$ cat src/rtl/lm32_jtag_link.sv
// CPU-clock-domain end of the JTAG data register. Host commands arrive on
// reg_update in the jtck domain and drive the RX/TX byte channels and the break/reset requests.
module lm32_jtag_link #(
  parameter int SYNC_STAGES  = 2,
  parameter int RESET_CYCLES = 16
) (
  input  logic       clk_i,
  input  logic       rstn_i,
  input  logic       reg_update,
  input  logic [7:0] reg_q,
  input  logic [2:0] reg_addr_q,
  output logic [7:0] reg_d,
  output logic [2:0] reg_addr_d,
  input  logic [7:0] tx_data_i,
  input  logic       tx_we_i,
  output logic       tx_busy_o,
  output logic [7:0] rx_data_o,
  output logic       rx_valid_o,
  input  logic       rx_ack_i,
  output logic       break_o,
  output logic       reset_o
);

  localparam logic [2:0] CMD_RX_WRITE = 3'd1;
  localparam logic [2:0] CMD_TX_ACK   = 3'd2;
  localparam logic [2:0] CMD_CLR_OVR  = 3'd3;
  localparam logic [2:0] CMD_BREAK    = 3'd4;
  localparam logic [2:0] CMD_RESET    = 3'd5;
  localparam logic [7:0] RST_LOAD     = 8'(RESET_CYCLES);

  logic [SYNC_STAGES-1:0] sync_q;
  logic                   hist_q;
  logic                   cmd_stb;
  logic                   do_rx_write, do_tx_ack, do_clr_ovr, do_break, do_reset;

  logic [7:0] tx_buf, rx_buf;
  logic       tx_full, rx_full, rx_overrun;
  logic [7:0] rst_cnt;

  // Flops reset to 1 so an update level already high at reset release is not seen as an edge.
  always_ff @(posedge clk_i or negedge rstn_i) begin
    if (!rstn_i) begin
      sync_q <= '1;
      hist_q <= 1'b1;
    end else begin
      sync_q <= {sync_q[SYNC_STAGES-2:0], reg_update};
      hist_q <= sync_q[SYNC_STAGES-1];
    end
  end

  assign cmd_stb     = sync_q[SYNC_STAGES-1] & ~hist_q;
  assign do_rx_write = cmd_stb && (reg_addr_q == CMD_RX_WRITE);
  assign do_tx_ack   = cmd_stb && (reg_addr_q == CMD_TX_ACK);
  assign do_clr_ovr  = cmd_stb && (reg_addr_q == CMD_CLR_OVR);
  assign do_break    = cmd_stb && (reg_addr_q == CMD_BREAK);
  assign do_reset    = cmd_stb && (reg_addr_q == CMD_RESET);

  // An ack in the same cycle as a host write frees the slot, so the write lands without overrun.
  always_ff @(posedge clk_i or negedge rstn_i) begin
    if (!rstn_i) begin
      rx_buf     <= 8'h00;
      rx_full    <= 1'b0;
      rx_overrun <= 1'b0;
    end else begin
      if (do_rx_write) begin
        if (!rx_full || rx_ack_i) begin
          rx_buf  <= reg_q;
          rx_full <= 1'b1;
        end else begin
          rx_overrun <= 1'b1;
        end
      end else if (rx_ack_i) begin
        rx_full <= 1'b0;
      end
      if (do_clr_ovr) begin
        rx_overrun <= 1'b0;
      end
    end
  end

  always_ff @(posedge clk_i or negedge rstn_i) begin
    if (!rstn_i) begin
      tx_buf  <= 8'h00;
      tx_full <= 1'b0;
    end else begin
      if (tx_we_i && (!tx_full || do_tx_ack)) begin
        tx_buf  <= tx_data_i;
        tx_full <= 1'b1;
      end else if (do_tx_ack) begin
        tx_full <= 1'b0;
      end
    end
  end

  // A RESET during an active pulse reloads the counter, stretching the pulse.
  always_ff @(posedge clk_i or negedge rstn_i) begin
    if (!rstn_i) begin
      break_o <= 1'b0;
      rst_cnt <= 8'h00;
    end else begin
      break_o <= do_break;
      if (do_reset) begin
        rst_cnt <= RST_LOAD;
      end else if (rst_cnt != 8'h00) begin
        rst_cnt <= rst_cnt - 8'h01;
      end
    end
  end

  assign reset_o    = (rst_cnt != 8'h00);
  assign reg_d      = tx_buf;
  assign reg_addr_d = {rx_overrun, rx_full, tx_full};
  assign tx_busy_o  = tx_full;
  assign rx_data_o  = rx_buf;
  assign rx_valid_o = rx_full;

endmodule

$ cat config.mk
export PLATFORM = sky130hd
export DESIGN_NAME = lm32_jtag_link
export DESIGN_NICKNAME = d
export VERILOG_FILES = /design/src/rtl/lm32_jtag_link.sv
export SDC_FILE = /design/constraint.sdc
export NUM_CORES = 1
export LEC_CHECK = 0
export BUFFER_PORTS_ARGS = -buffer_cell sky130_fd_sc_hd__buf_2
export CAP_MARGIN = 15
export CORE_MARGIN = 3
export CORE_UTILIZATION = 45
export DETAILED_ROUTE_END_ITERATION = 7
export GPL_ROUTABILITY_DRIVEN = 0
export PLACE_DENSITY_LB_ADDON = 0.2
export SLEW_MARGIN = 40
export SYNTH_ARGS = -nofsm -noshare
export SYNTH_HDL_FRONTEND = slang
export SYNTH_SLANG_ARGS = --single-unit
$ cat constraint.sdc
create_clock -name clk_i -period 2.29 [get_ports clk_i]
set_input_delay 0.458 -clock clk_i [delete_from_list [all_inputs] [get_ports clk_i]]
set_output_delay 0.458 -clock clk_i [all_outputs]
set_load 0.02 [all_outputs]
==> results.yml <==
floorplanning:
  pin_count: 47
  die_area_mm2: 0.00403
  die_w_um: 63.5
  die_y_um: 63.5
  rows: 20
  core_mm2: 0.00310
  floorplan.initialDensity_pct: 47.9
synthesis:
  avgSynthCellArea_um2: 11.1
  yosysWarnings: 0
  synth-seq-area-share_pct: 52.5
  synth.top_cell.area_share_pct: 47.2
  syn_inst: 134
  syn_nets: 160
  netlist_area_mm2: 0.00149
  ys.flop_type: "dfrtp_1"
  synthTopCellsByArea: "dfrtp_1 (47%), o211ai_1 (8.1%), mux2_2 (6.1%)"
  synth-edff-count: 0
  synth.lib_cells_used.distinct: 34
  synthArstFlopShare_pct: 100
  ys_ff_latch: 31
  yosysTopAreaCell: "dfrtp_1"
worst_setup_path:
  crit_chain: "inv_2, ha_4, or4b_4, or2_4, buf_6"
  cp-start-kind: "register"
  worst_path_max_delay_cell: "or4b_4"
  arrival_ps: 1820
  criticalPathCategory: "reg2out"
  max_stage_delay_ps: 470
  required_ps: 1830
  critPathMaxFanout: 3
  critPathCaptureType: "output port"
final_layout:
  final_layout_size_suffix_gt1_share_pct: 44.1
  n_antenna_cell: 0
  finalNonFillerCells: 230
  nNetsFinal: 211
  area_growth_pct: 25.9
hold_path:
  hold_class: "in2async"
power_and_ir_drop:
  p_clk_share_pct: 20.0
  p_comb_share_pct: 36.4
  peakVddDrop_uv: 541
  swShare_pct: 33.9
  p_seq_share_pct: 43.6
  p_int_uw: 1170
  p_sw_uw: 599
  powerDensity_mw_per_mm2: 945
  cellLeakagePower_uw: 0.000817
run:
  drv_cap: 0
timing:
  skew_ps: 7.74
  grt_setup_unrepaired: "true"
  period_minus_slack_ps: 2270
  worst_slack_ps: 15.7
  fmax_ghz: 0.440
  setup_viol: 0
  tightest_slew_ps: 652
  post-route-period-util_pct: 99.3
  hold_violations: 0
  slew-limit-headroom_pct: 56.6
  drv_slew: 0
route:
  dr.pass1.iters: 4
  antenna_left: 0
  drc: 0
  viasPerCell: 5.26
  totalWireLength_mm: 3.08
  wl_per_cell_um: 13.4
  via_count: 1210
  drtIter0Drc: 37
global_route:
  grt_max_degree: 32
  antenna_found_initial: 0
  grt_pass1_wl_mm: 5.55
  gr-total-overflow: 0
  grt_pass1_vias: 1237
  gr-usage-all-layers_pct: 17.6
cts:
  cts_tree: "yes"
  path_clk_slew_ps: 90
  cts.path.max_buffers: 2
  clockRootBuffer: "clkbuf_4"
  clock_latency_ps: 330
  numCtsBuffers: 5
  holdBufCountCts: 0
  clkSinkCount: 31
  cts-htree-levels: 2
place:
  place.detailed.instances: 216
  dpl.hpwl_mm: 2.23
  port_buffers: 46
  pre_cts_slack_ps: 247
outcome:
  status: "finished, final reports clean"
==> path summary, 6_finish.rpt <==
| path | startpoint | to | slack, ps | cells after the start |
|---|---|---|---|---|
| worst min-delay path | rstn_i | break_o | 150 | 1 |
| worst max register to register | rst_cnt[0] | rst_cnt[7] | 360 | 5 |
| worst max-delay path | rst_cnt[0] | reset_o | 20 | 5 |
| max in group asynchronous | rstn_i | reg_d[0] | 1710 | 1 |
| worst min register to register | sync_q[0] | sync_q[1] | 360 | 0 |
| min in group clk_i | reg_update | sync_q[0] | 230 | 1 |
==> sequential cells by signal, indices dropped and copies added (netlist names) <==
register	count
rx_overrun	1
rx_data_o	8
sync_q	2
tx_busy_o	1
reg_d	8
hist_q	1
rst_cnt	8
rx_valid_o	1
break_o	1
==> through the flow <==
step | setup TNS [ps] | util, % | area (um2) | hold WS (ps) | total power (uW)
floorplan | 0 | - | 1490 | 162 | 1150
global placement | 0 | 55.8 | 1730 | 348 | 1270
detailed placement | 0 | 55.8 | 1730 | 353 | 1310
CTS | 0 | 59.5 | 1850 | 166 | 1740
global route | -35.9 | 60.3 | 1870 | 177 | 1910
finish | 0 | 60.3 | 1870 | 147 | 1770
==> cell type report <==
cell class / instances / area [um2]
fillers: 286 / 1230
flip-flops and latches: 31 / 779
multi-input cells: 90 / 656
repair buffers: 55 / 304
clock buffers: 8 / 68.8
well taps: 44 / 55.1
inverters: 2 / 7.51
==> power by group through the flow <==
stage	Combinational [uW]	Sequential, uW	Clock [uW]
after CTS	604	768	370
after floorplan	337	813	0
after global placement	494	774	0
after detailed placement	526	783	0
after global routing	714	793	404
final	644	770	354
==> repair_timing <==
action / in CTS / in global routing
resized for setup: 7 / 1
endpoints found under the hold margin: 0 / 0
setup endpoints to repair: 1 / 1
buffers inserted: 3 / 3
pin swaps: 1 / 1
==> critical path, delay by kind of cell, from the launching register on <==
kind	cells	cell delay (ps)
buffers and inverters	2	230
adders and majority gates	1	140
DFF	1	410
and+or+nand+nor	2	720
==> synthesized netlist by cell type, types with 2 or more instances <==
cell type  instances
dfrtp_1           28
o211ai_1          16
nand2_1           10
nand2b_1          10
mux2_2             8
a21oi_1            7
clkbuf_1           6
o21ai_0            5
buf_4              3
dfstp_2            3
nor3_1             3
or4_1              3
ha_1               2
inv_1              2
nand4bb_1          2
nor2b_1            2
nor3b_1            2
o21a_1             2
o21bai_1           2
or2_2              2
or3_1              2
or4b_1             2
==> layout by cell type, fill, tap and decap left out, drive strengths merged, types with 2 or more instances in the layout <==
| cell | count |
|---|---|
| buf | 55 |
| dfrtp | 28 |
| o211ai | 16 |
| nand2 | 10 |
| nand2b | 10 |
| mux2 | 8 |
| clkbuf | 8 |
| a21oi | 7 |
| o21ai | 5 |
| nor3 | 4 |
| or4 | 3 |
| dfstp | 3 |
| or2 | 3 |
| inv | 2 |
| or3 | 2 |
| nor3b | 2 |
| nand4bb | 2 |
| o21a | 2 |
| nor2b | 2 |
| o21bai | 2 |
| or4b | 2 |
| ha | 2 |
==> cell families after synthesis <==
| family | count (synthesis) | share of synthesized area (%) |
|---|---|---|
| buffers and inverters | 13 | 4.63 |
| adder cells (fa/ha/maj) | 2 | 1.68 |
| flip-flops | 31 | 52.5 |
| AND/OR/NAND/NOR | 46 | 19.6 |
| AO/OA/AOI/OAI | 34 | 15.5 |
| multiplexers | 8 | 6.07 |
==> layer usage <==
layer	global-route usage (%)	wire, um	vias to the layer above
met5	0	0	-
met4	7.55	65	0
met3	6.06	201	8
met2	28.4	1490	42
met1	21.3	1320	572
li1	-	-	588
Power figures use the tool's default switching activity.
